## src/rtl/lab1_vector_sequencer_pkg.sv

```systemverilog
// Shared types and constants for the Lab1 vector sequencer.
// Holds state encoding, widths and the settle-count clamp helper.
package lab1_vector_sequencer_pkg;

  localparam int VEC_W   = 4;
  localparam int NUM_VEC = 16;
  localparam int ERR_W   = 5;
  localparam int WCNT_W  = 4;

  typedef enum logic [1:0] {
    IDLE   = 2'd0,
    SETTLE = 2'd1,
    CHECK  = 2'd2,
    DONE   = 2'd3
  } state_t;

  // Last wcnt value of the settle window; 0 acts as 1, >15 as 15.
  function automatic logic [WCNT_W-1:0] settle_last(input int n);
    int c;
    c = n;
    if (c < 1)  c = 1;
    if (c > 15) c = 15;
    return WCNT_W'(c - 1);
  endfunction

endpackage

```

## src/rtl/lab1_vector_sequencer_if.sv

```systemverilog
// Stimulus/response and status bundle between the sequencer
// and the three Lab1 implementations plus the observer.
interface lab1_vector_sequencer_if;
  import lab1_vector_sequencer_pkg::*;

  logic             start;
  logic             F1;
  logic             F2;
  logic             F3;
  logic             A;
  logic             B;
  logic             C;
  logic             D;
  logic             busy;
  logic             done;
  logic             pass;
  logic [ERR_W-1:0] err_cnt;
  logic             ff_valid;
  logic [VEC_W-1:0] ff_vec;

  modport master (
    input  start,
    input  F1,
    input  F2,
    input  F3,
    output A,
    output B,
    output C,
    output D,
    output busy,
    output done,
    output pass,
    output err_cnt,
    output ff_valid,
    output ff_vec
  );

  modport slave (
    output start,
    output F1,
    output F2,
    output F3,
    input  A,
    input  B,
    input  C,
    input  D,
    input  busy,
    input  done,
    input  pass,
    input  err_cnt,
    input  ff_valid,
    input  ff_vec
  );

endinterface

```

## src/rtl/lab1_vector_sequencer_cmp3.sv

```systemverilog
// Three-way agreement check with an optional golden bit.
// Purely combinational; the sequencer samples it in CHECK.
module lab1_cmp3 (
  input  logic F1,
  input  logic F2,
  input  logic F3,
  input  logic exp_en,
  input  logic exp,
  output logic fail
);

  logic disagree;
  logic gold_bad;

  assign disagree = !(F1 == F2 && F2 == F3);
  assign gold_bad = exp_en && (F1 != exp);
  assign fail     = disagree | gold_bad;

endmodule

```

## src/rtl/lab1_vector_sequencer.sv

```systemverilog
// Walks all 16 {A,B,C,D} vectors, lets them settle, and checks
// F1/F2/F3 agreement; reports pass, error count, first failure.
module lab1_vector_sequencer
  import lab1_vector_sequencer_pkg::*;
#(
  parameter int          SETTLE_CYCLES = 2,
  parameter bit          CHECK_GOLDEN  = 1'b0,
  parameter logic [15:0] GOLDEN        = 16'h0000
) (
  input  logic                    clk,
  input  logic                    rst,
  lab1_vector_sequencer_if.master bus
);

  localparam logic [WCNT_W-1:0] WLAST = settle_last(SETTLE_CYCLES);

  state_t            state;
  logic [VEC_W-1:0]  vec;
  logic [WCNT_W-1:0] wcnt;
  logic              busy_q;
  logic              done_q;
  logic              pass_q;
  logic [ERR_W-1:0]  err_q;
  logic              ffv_q;
  logic [VEC_W-1:0]  ffvec_q;
  logic              fail;
  logic              gold_bit;

  assign gold_bit = GOLDEN[vec];

  lab1_cmp3 u_cmp (
    .F1     (bus.F1),
    .F2     (bus.F2),
    .F3     (bus.F3),
    .exp_en (CHECK_GOLDEN),
    .exp    (gold_bit),
    .fail   (fail)
  );

  always_ff @(posedge clk) begin
    if (rst) begin
      state   <= IDLE;
      vec     <= '0;
      wcnt    <= '0;
      busy_q  <= 1'b0;
      done_q  <= 1'b0;
      pass_q  <= 1'b0;
      err_q   <= '0;
      ffv_q   <= 1'b0;
      ffvec_q <= '0;
    end else begin
      done_q <= 1'b0;
      unique case (state)
        IDLE: begin
          if (bus.start) begin
            vec     <= '0;
            wcnt    <= '0;
            err_q   <= '0;
            ffv_q   <= 1'b0;
            ffvec_q <= '0;
            pass_q  <= 1'b0;
            busy_q  <= 1'b1;
            state   <= SETTLE;
          end
        end
        SETTLE: begin
          wcnt <= wcnt + 1'b1;
          if (wcnt == WLAST)
            state <= CHECK;
        end
        CHECK: begin
          if (fail)
            err_q <= err_q + 1'b1;
          if (fail && !ffv_q) begin
            ffvec_q <= vec;
            ffv_q   <= 1'b1;
          end
          // Stimulus advances on the same edge the result is taken.
          if (vec == VEC_W'(NUM_VEC - 1)) begin
            state <= DONE;
          end else begin
            vec   <= vec + 1'b1;
            wcnt  <= '0;
            state <= SETTLE;
          end
        end
        DONE: begin
          done_q <= 1'b1;
          busy_q <= 1'b0;
          pass_q <= (err_q == '0);
          state  <= IDLE;
        end
        default: state <= IDLE;
      endcase
    end
  end

  assign {bus.A, bus.B, bus.C, bus.D} = vec;
  assign bus.busy     = busy_q;
  assign bus.done     = done_q;
  assign bus.pass     = pass_q;
  assign bus.err_cnt  = err_q;
  assign bus.ff_valid = ffv_q;
  assign bus.ff_vec   = ffvec_q;

endmodule

```

## src/flat_wrapper.sv

```systemverilog
// flat-port wrapper written by rule: the top's interface ports become plain ports
module lab1_vector_sequencer_flat import lab1_vector_sequencer_pkg::*;
#(
  parameter int          SETTLE_CYCLES = 2,
  parameter bit          CHECK_GOLDEN  = 1'b0,
  parameter logic [15:0] GOLDEN        = 16'h0000
)
  (clk, rst, bus_start, bus_F1, bus_F2, bus_F3, bus_A, bus_B, bus_C, bus_D, bus_busy, bus_done, bus_pass, bus_err_cnt, bus_ff_valid, bus_ff_vec);
  lab1_vector_sequencer_if bus_i ();
  input  logic clk;
  input  logic rst;
  input wire logic [$bits(bus_i.start)-1:0] bus_start;
  input wire logic [$bits(bus_i.F1)-1:0] bus_F1;
  input wire logic [$bits(bus_i.F2)-1:0] bus_F2;
  input wire logic [$bits(bus_i.F3)-1:0] bus_F3;
  output wire logic [$bits(bus_i.A)-1:0] bus_A;
  output wire logic [$bits(bus_i.B)-1:0] bus_B;
  output wire logic [$bits(bus_i.C)-1:0] bus_C;
  output wire logic [$bits(bus_i.D)-1:0] bus_D;
  output wire logic [$bits(bus_i.busy)-1:0] bus_busy;
  output wire logic [$bits(bus_i.done)-1:0] bus_done;
  output wire logic [$bits(bus_i.pass)-1:0] bus_pass;
  output wire logic [$bits(bus_i.err_cnt)-1:0] bus_err_cnt;
  output wire logic [$bits(bus_i.ff_valid)-1:0] bus_ff_valid;
  output wire logic [$bits(bus_i.ff_vec)-1:0] bus_ff_vec;
  assign bus_i.start = bus_start;
  assign bus_i.F1 = bus_F1;
  assign bus_i.F2 = bus_F2;
  assign bus_i.F3 = bus_F3;
  assign bus_A = bus_i.A;
  assign bus_B = bus_i.B;
  assign bus_C = bus_i.C;
  assign bus_D = bus_i.D;
  assign bus_busy = bus_i.busy;
  assign bus_done = bus_i.done;
  assign bus_pass = bus_i.pass;
  assign bus_err_cnt = bus_i.err_cnt;
  assign bus_ff_valid = bus_i.ff_valid;
  assign bus_ff_vec = bus_i.ff_vec;
  lab1_vector_sequencer #(.SETTLE_CYCLES(SETTLE_CYCLES), .CHECK_GOLDEN(CHECK_GOLDEN), .GOLDEN(GOLDEN)) u_core (.clk(clk), .rst(rst), .bus(bus_i));
endmodule
```

## config.mk

```make
export PLATFORM = sky130hd
export DESIGN_NAME = lab1_vector_sequencer_flat
export DESIGN_NICKNAME = d
export VERILOG_FILES = /design/src/rtl/lab1_vector_sequencer_pkg.sv /design/src/rtl/lab1_vector_sequencer_if.sv /design/src/rtl/lab1_vector_sequencer_cmp3.sv /design/src/rtl/lab1_vector_sequencer.sv /design/src/flat_wrapper.sv
export SDC_FILE = /design/constraint.sdc
export NUM_CORES = 1
export LEC_CHECK = 0
export CAP_MARGIN = 20
export CORE_UTILIZATION = 49
export CTS_CLUSTER_DIAMETER = 150
export DETAILED_ROUTE_END_ITERATION = 6
export PLACE_DENSITY_LB_ADDON = 0.12
export SLEW_MARGIN = 10
export SYNTH_ARGS = -nofsm -noshare
export SYNTH_HDL_FRONTEND = slang
export SYNTH_SLANG_ARGS = --single-unit
```

## constraint.sdc

```tcl
create_clock -name clk -period 1.9 [get_ports clk]
set_input_delay 0.38 -clock clk [delete_from_list [all_inputs] [get_ports clk]]
set_output_delay 0.38 -clock clk [all_outputs]
set_load 0.01 [all_outputs]
```

# Word level (Yosys, flattened, before mapping)
# Cells that the tools add are included.
# W data, S select, Z words.
[op_classes]
add_sub_neg = 3
eq_ne = 12
n_mux = 21
reduce_logical = 15
[op_table]
columns = ["cell", "n"]
rows = [
  ["$mux W4", 4],
  ["$pmux W4 S2", 2],
  ["$pmux W4 S3", 1],
  ["$reduce_and A3 Y1", 4],
  ["$mux W5", 2],
  ["$pmux W5 S2", 1],
  ["$add A4 B1 Y4 const B", 2],
  ["$pmux W2 S4", 1],
  ["$mux W2", 3],
  ["$ne A2 B2 Y1 const B", 3],
  ["$pmux W1 S2", 3],
  ["$add A5 B1 Y5 const B", 1],
  ["$logic_not A5 Y1", 1],
  ["$eq A2 B2 Y1 const B", 2],
  ["$eq A4 B1 Y1 const B", 1],
  ["$eq A4 B4 Y1 const B", 1],
  ["$mux W1", 4],
  ["$ne A2 B1 Y1 const B", 2],
  ["$reduce_and A2 Y1", 2],
  ["$reduce_bool A2 Y1", 2],
  ["$reduce_bool A3 Y1", 1],
  ["$eq A1 B1 Y1", 2],
  ["$eq A2 B1 Y1 const B", 1],
  ["$logic_and A1 B1 Y1", 2],
  ["2 further kinds", 3],
]
[totals]
regBits = 23
in_bits = 6
out_inout_bits = 17
word_cells = 60

# Logic depth before layout (Yosys ltp)
# Gate-level depths: netlist of run 1.
[logic_depth]
word_depth = 6
ltp_mapped = 5
depth_no_buf = 5

# Cells and area by module
# A second synthesis of run 1 with hierarchy kept.
[hier_totals]
cells_unflattened = 133
hier_area_um2 = 1209.9
[modules_own_cells]
columns = ["module", "n_inst", "cells_per_inst", "area_per_inst_um2", "seq_area_each_um2"]
rows = [
  ["lab1_vector_sequencer", 1, 130, 1179.9, 460.4],
  ["lab1_cmp3", 1, 3, 30.0, 0.0],
]

# Worst setup path before layout of run 1
# OpenSTA, ideal clock, no wires.
[synth_timing]
kind = "reg2reg"
from = "register u_core.vec[0]"
to = "register u_core.wcnt[3]"
setup_ns = 0.070
arrival_time_ns = 1.525
required_time_ns = 1.830
path_slack_ns = 0.306
path_stages_with_launch = 6
path_buffers = 0
period_less_slack_ns = 1.594
cell_sequence = "dfxtp_1 -> ha_1 -> and3_1 -> o22a_1 -> or3_1 -> a21oi_1"
[synth_between]
elab_chain_cells = 3
[synth_lines]
columns = ["element", "line_no", "source"]
rows = [
  ["from (decl)", "lab1_vector_sequencer.sv:18", "logic [VEC_W-1:0] vec;"],
  ["from (signal assigned)", "lab1_vector_sequencer.sv:82", "vec <= vec + 1'b1;"],
  ["$eq A4 B4 Y1", "lab1_vector_sequencer.sv:79", "if (vec == VEC_W'(NUM_VEC - 1)) begin"],
  ["$ne A2 B2 Y1 (no source line)", "n/a", ""],
  ["$reduce_and A3 Y1 (no source line)", "n/a", ""],
  ["to (signal assigned)", "lab1_vector_sequencer.sv:67", "wcnt <= wcnt + 1'b1;"],
  ["to (decl)", "lab1_vector_sequencer.sv:19", "logic [WCNT_W-1:0] wcnt;"],
]
# No other way between the ends.
# A chain may end at the register's enable or synchronous reset.

# Worst setup path in the final report of run 1
# Ends and elaborated chain as after synthesis.

==> results of run 1 <==
==> how the worst min path moves through the flow <==
stage	startpoint	endpoint	depth (start not counted)
6_report	u_core.bus.ff_vec[0]$_SDFFE_PP0P_	u_core.bus.ff_vec[0]$_SDFFE_PP0P_	2
2_1_floorplan	u_core.wcnt[3]$_SDFFE_PP0P_	u_core.wcnt[3]$_SDFFE_PP0P_	2
3_5_place_dp	u_core.bus.ff_vec[1]$_SDFFE_PP0P_	u_core.bus.ff_vec[1]$_SDFFE_PP0P_	2
4_1_cts	u_core.bus.ff_vec[1]$_SDFFE_PP0P_	u_core.bus.ff_vec[1]$_SDFFE_PP0P_	2
5_1_grt	u_core.bus.ff_vec[1]$_SDFFE_PP0P_	u_core.bus.ff_vec[1]$_SDFFE_PP0P_	2
3_3_place_gp	u_core.bus.ff_vec[3]$_SDFFE_PP0P_	u_core.bus.ff_vec[3]$_SDFFE_PP0P_	2
==> cell usage after synthesis, types with 3 or more instances <==
library cell  count
nand2_1           8
o21ai_0           9
nand3_1           8
dfxtp_1          23
a211oi_1          3
inv_1             8
nor2_1           17
or3_1             6
a21oi_1          17
ha_1              5
==> layout by cell type, fill, tap and decap left out, drive strengths merged, types with 2 or more instances in the layout <==
cell | Yosys | final
nand2 | 8 | 8
and3 | 2 | 2
clkbuf | 2 | 3
nand4 | 2 | 2
nand3 | 9 | 9
buf | 1 | 8
nand2b | 2 | 2
or2 | 2 | 2
a211oi | 3 | 3
ha | 5 | 5
nor2 | 17 | 17
a2bb2oi | 2 | 2
a21oi | 17 | 17
dfxtp | 23 | 23
or3 | 6 | 6
nor3 | 2 | 2
o21ai | 11 | 11
inv | 8 | 8
clkdlybuf4s50 | 0 | 22
==> per-layer routing <==
layer | global-route usage [%] | up-vias
li1 | - | 530
met1 | 28.71 | 499
met2 | 39.58 | 22
met3 | 3.115 | 6
met4 | 5.392 | 0
met5 | 0 | -
==> worst reg2reg max path: cells and delay by family, from the launching register on <==
family / cells / cell delay [ns]
and+or+nand+nor: 2 / 0.60
AOI/OAI and AO/OA: 2 / 0.43
DFF: 1 / 0.39
adders and majority gates: 1 / 0.25
==> kinds of logic after synthesis <==
family          synth area share, %
xor+xnor                      1.624
buf+inv                       3.944
simple gates                  25.87
fa+ha+maj                     5.800
compound gates                20.07
flops                         42.69
==> registers in the layout, summed over array words and instances (netlist names) <==
signal,flops
u_core.bus.ff_vec,4
u_core.vec,4
u_core.bus.done,1
u_core.bus.err_cnt,5
u_core.bus.busy,1
u_core.bus.pass,1
u_core.wcnt,4
u_core.bus.ff_valid,1
u_core.state,2
==> final cells by class <==
type,count,area share (%)
repair buffers,30,19.91
multi-input cells,98,40.89
flip-flops and latches,23,32.71
clock buffers,3,1.600
inverters,8,2.133
well taps,27,2.400
clock inverters,1,0.3556
==> per-stage QoR <==
stage               worst slack, ns  instance area [um2]  total power (uW)  util (%)  hold slack [ns]
floorplan                    0.3057                 1079             565.9         -           0.4538
global placement            0.04958                 1380             610.8     68.26           0.4578
detailed placement         -0.01372                 1380             613.6     68.26           0.4685
CTS                          0.1813                 1408             828.8     69.62           0.4874
global route                0.09245                 1408             866.8     69.62           0.5139
finish                       0.1953                 1408             823.6     69.62           0.4874
==> power by group through the flow <==
stage                     registers [uW]  clock network, uW  logic [uW]
after floorplan                      511                  0        55.1
after global placement               511                  0        99.8
after detailed placement             511                  0         102
after CTS                            501                225         103
after global routing                 503                249         115
final                                501                219         104
==> results.py, run 1 <==
metrics = {
    "status": {
        "status": "complete, no violations",
    },
    "worst_setup_path": {
        "critPathMaxFanout": 6,
        "reg2reg_from": "u_core.vec[0]$_SDFFE_PP0P_",
        "crit_type": "reg2reg",
        "required_ns": 2.15,
        "rr_endpoint": "u_core.wcnt[3]$_SDFFE_PP0P_",
        "crit_buf_inv": 0,
        "cpPeakStageDelay_ns": 0.39,
        "endpoint_kind": "register",
        "crit_chain": "ha_1, and3_1, o22a_1, or3_1, a21oi_1",
        "reg2regPathDepth": 5,
        "cp-endpoint": "u_core.wcnt[3]$_SDFFE_PP0P_",
        "setup.worst_path.start": "u_core.vec[0]$_SDFFE_PP0P_",
        "cp.depth": 5,
        "cp_slowest_cell": "dfxtp_1",
        "cp_top_family": "simple AND/OR/NAND/NOR gates",
        "regToRegSetupSlack_ns": 0.20,
        "start_kind": "register",
        "cp.arrival_ns": 1.95,
    },
    "synthesis": {
        "synth_nets": 143,
        "netlist_area_um2": 1079,
        "synth_top_area_share_pct": 42.69,
        "ys_top_cells_by_area": "dfxtp_1, a21oi_1, nor2_1, ha_1, o21ai_0",
        "synth_top_area_cell": "dfxtp_1",
        "synth_ff_type": "dfxtp_1",
        "ys_ff_latch": 23,
        "synthArstFlopShare_pct": 0,
        "synth_edf_count": 0,
        "postSynthAreaPerCell_um2": 8.171,
        "yosysUniqueCellTypes": 30,
        "yosysWarnings": 0,
        "synth_cells": 132,
        "yosysSeqAreaShare_pct": 42.69,
    },
    "routing": {
        "wl_met1_um": 1159,
        "met3WireLength_um": 76,
        "routed_wirelength_um": 2375,
        "wl_per_cell_um": 12.50,
        "ant_nets": 0,
        "top_layer": "met4",
        "route.detailed.drc": 0,
        "drtIter0Drc": 20,
        "drtPass1Iterations": 4,
        "avgViaCountPerCell": 5.563,
        "routed-via-count": 1057,
        "dr_wl_met2_um": 1115,
    },
    "global_route": {
        "grt_antenna_before_repair": 0,
        "grt_overflow": 0,
        "grt_max_degree": 14,
        "track_usage_pct": 22.44,
        "grt_pass1_wl_um": 4250,
        "grt_pass1_vias": 1020,
    },
    "placed_design": {
        "dp.cells": 186,
        "place_congestion": 0.8180,
        "port_buffers": 22,
        "dpl.hpwl_um": 1803,
    },
    "timing": {
        "max_freq_mhz": 586.6,
        "slew_headroom_pct": 78.52,
        "finalHoldViolCount": 0,
        "slew_viol_final": 0,
        "fin_crit_ns": 1.705,
        "fin_tns_setup_ns": 0,
        "clock_skew_ns": 0.009336,
        "setup_violations": 0,
        "fin_crit_sh_pct": 89.72,
        "tightest_slew_ns": 0.3212,
        "rsz0062_at_grt": "false",
    },
    "clock_tree": {
        "clockRootBuffer": "clkbuf_4",
        "postCtsResizedCells": 0,
        "cts_made_buffers": 3,
        "cts_setup_buffers": 0,
        "clock_latency_ns": 0.30,
        "path_clk_slew_ns": 0.13,
        "cts_tree": "done",
        "h-tree-depth": 1,
        "cts.hold.buffers_added": 0,
        "max-clock-path-buffers": 2,
        "cts_num_sinks": 23,
    },
    "cells_and_area": {
        "seqCellArea_um2": 460.4,
        "antenna_cells": 0,
        "nFillCells": 175,
        "fin_nets": 175,
        "synthToLayoutAreaGrowth_pct": 30.51,
        "drive_above_1_share_pct": 10.43,
        "multiInputGateArea_um2": 575.6,
        "stdcell_count": 190,
    },
    "floorplan": {
        "core_area_um2": 2022,
        "die_area_um2": 2393,
        "rows": 16,
        "io_pins": 23,
        "dieHeight_um": 48.92,
        "start_util_pct": 53.34,
        "die_width_um": 48.92,
    },
    "min_path": {
        "min_path_type": "reg2reg",
    },
    "job": {
        "maxCapViolations": 0,
    },
    "pwr": {
        "pwr-share-seq_pct": 60.8,
        "p_sw_share_pct": 24.96,
        "comb_power_share_pct": 12.6,
        "p_sw_uw": 205.6,
        "p_leak_uw": 0.0005096,
        "internal_power_uw": 618.0,
        "clockPowerShare_pct": 26.5,
        "irDropWorstVdd_uv": 474.9,
        "pwr_density_cell_nw_per_um2": 585.1,
    },
}
Note: power is estimated with default switching activity, not from simulation.
==> run 2: changes to the inputs <==
CORE_UTILIZATION = 30   (was 49)
==> results.py, run 2 (same netlist as run 1, synthesis figures left out) <==
metrics = {
    "timing": {
        "clock_skew_ns": 0.003495,
        "tightest_slew_ns": 0.3171,
        "fin_crit_sh_pct": 90.15,
        "fin_crit_ns": 1.713,
        "rsz0062_at_grt": "false",
        "max_freq_mhz": 583.9,
        "slew_viol_final": 0,
        "slew_headroom_pct": 78.70,
        "fin_tns_setup_ns": 0,
        "whs_ns": 0.4853,
        "finalHoldViolCount": 0,
        "setup_violations": 0,
    },
    "floorplan": {
        "die_area_um2": 3839,
        "rows": 21,
        "io_pins": 23,
        "dieHeight_um": 61.96,
        "start_util_pct": 31.82,
        "die_width_um": 61.96,
        "core_area_um2": 3390,
    },
    "routing": {
        "wl_per_cell_um": 12.15,
        "ant_nets": 0,
        "route.detailed.drc": 0,
        "avgViaCountPerCell": 4.829,
        "routed-via-count": 1019,
        "drtPass1Iterations": 4,
        "routed_wirelength_um": 2564,
        "drtIter0Drc": 45,
    },
    "global_route": {
        "track_usage_pct": 15.57,
        "grt_pass1_wl_um": 4264,
        "grt_max_degree": 13,
        "grt_pass1_vias": 947,
        "grt_overflow": 0,
        "grt_antenna_before_repair": 0,
    },
    "worst_setup_path": {
        "critPathMaxFanout": 6,
        "regToRegSetupSlack_ns": 0.27,
        "required_ns": 1.52,
        "reg2regPathDepth": 5,
        "rr_endpoint": "u_core.wcnt[3]$_SDFFE_PP0P_",
        "crit_type": "reg2out",
        "cp_top_family": "buffers and inverters",
        "crit_buf_inv": 1,
        "cpPeakStageDelay_ns": 0.58,
        "reg2reg_from": "u_core.vec[0]$_SDFFE_PP0P_",
        "cp.arrival_ns": 1.33,
        "start_kind": "register",
        "crit_chain": "clkdlybuf4s50_1",
        "endpoint_kind": "primary output",
        "cp_slowest_cell": "clkdlybuf4s50_1",
    },
    "cells_and_area": {
        "antenna_cells": 0,
        "synthToLayoutAreaGrowth_pct": 33.99,
        "largest_reg_flops": 5,
        "fin_nets": 177,
        "final_cell_mix": "dfxtp_1, clkdlybuf4s50_1, nor2_1, a21oi_1, buf_4",
        "drive_above_1_share_pct": 10.91,
        "mostFrequentLayoutCell": "dfxtp_1",
    },
    "min_path": {
        "hold_start": "u_core.bus.ff_vec[3]$_SDFFE_PP0P_",
        "holdPathEnd": "u_core.bus.ff_vec[3]$_SDFFE_PP0P_",
        "min_path_type": "reg2reg",
        "hold_depth": 2,
    },
    "clock_tree": {
        "cts_num_sinks": 23,
        "cts_made_buffers": 3,
        "clockRootBuffer": "clkbuf_4",
        "max-clock-path-buffers": 2,
        "postCtsResizedCells": 0,
        "cts.hold.buffers_added": 0,
        "path_clk_slew_ns": 0.12,
        "clock_latency_ns": 0.31,
        "h-tree-depth": 1,
        "cts_tree": "done",
        "cts_setup_buffers": 0,
    },
    "pwr": {
        "p_leak_uw": 0.0005178,
        "irDropWorstVdd_uv": 310.3,
        "pwr_density_cell_nw_per_um2": 575.5,
        "total_power_uw": 831.7,
    },
    "placed_design": {
        "dpl.hpwl_um": 1967,
        "place_congestion": 0.7074,
        "port_buffers": 22,
    },
    "job": {
        "maxCapViolations": 0,
    },
    "status": {
        "status": "complete, no violations",
    },
}
run 2: metal layers:
metal	global-route usage, %	vias to the layer above	wire, um
li1	-	533	-
met1	20.43	470	1282
met2	24.47	14	1176
met3	2.899	2	85
met4	7.619	0	20
met5	0	-	0
run 2: through the flow:
| step | utilization [%] | instances | instance area, um2 | setup WS (ns) |
|---|---|---|---|---|
| 2_1_floorplan | - | 132 | 1079 | 0.3057 |
| 3_3_place_gp | 41.86 | 207 | 1419 | 0.05271 |
| 3_5_place_dp | 41.86 | 207 | 1419 | 0.01251 |
| 4_1_cts | 42.64 | 211 | 1445 | 0.1694 |
| 5_1_grt | 42.64 | 211 | 1445 | 0.1054 |
| 6_report | 42.64 | 211 | 1445 | 0.1872 |
run 2: power by group:
group	total [uW]	switching, uW	leakage, uW	internal (uW)
logic	105	55.0	0.000317	49.6
registers	501	10.6	0.000186	490
clock network	226	144	0.0000150	81.9
total	832	210	0.000518	622
run 2: worst max-delay path by stage:
| stage | endpoint | from | cells after the start |
|---|---|---|---|
| after global routing | bus_err_cnt[0] | u_core.bus.err_cnt[0]$_SDFFE_PP0P_ | 1 |
| after global placement | u_core.bus.err_cnt[1]$_SDFFE_PP0P_ | bus_F1 | 5 |
| after floorplan | u_core.wcnt[3]$_SDFFE_PP0P_ | u_core.vec[0]$_SDFFE_PP0P_ | 5 |
| final | bus_B | u_core.vec[2]$_SDFFE_PP0P_ | 1 |
| after detailed placement | u_core.bus.err_cnt[1]$_SDFFE_PP0P_ | bus_F1 | 5 |
| after CTS | bus_D | u_core.vec[0]$_SDFFE_PP0P_ | 2 |
run 2: area by class of cell:
cell class	count	area, um2
clock buffers	4	26.28
fillers	354	1944
inverters	8	30.03
multi-input cells	98	575.6
flip-flops and latches	23	460.4
well taps	46	57.56
repair buffers	32	295.3
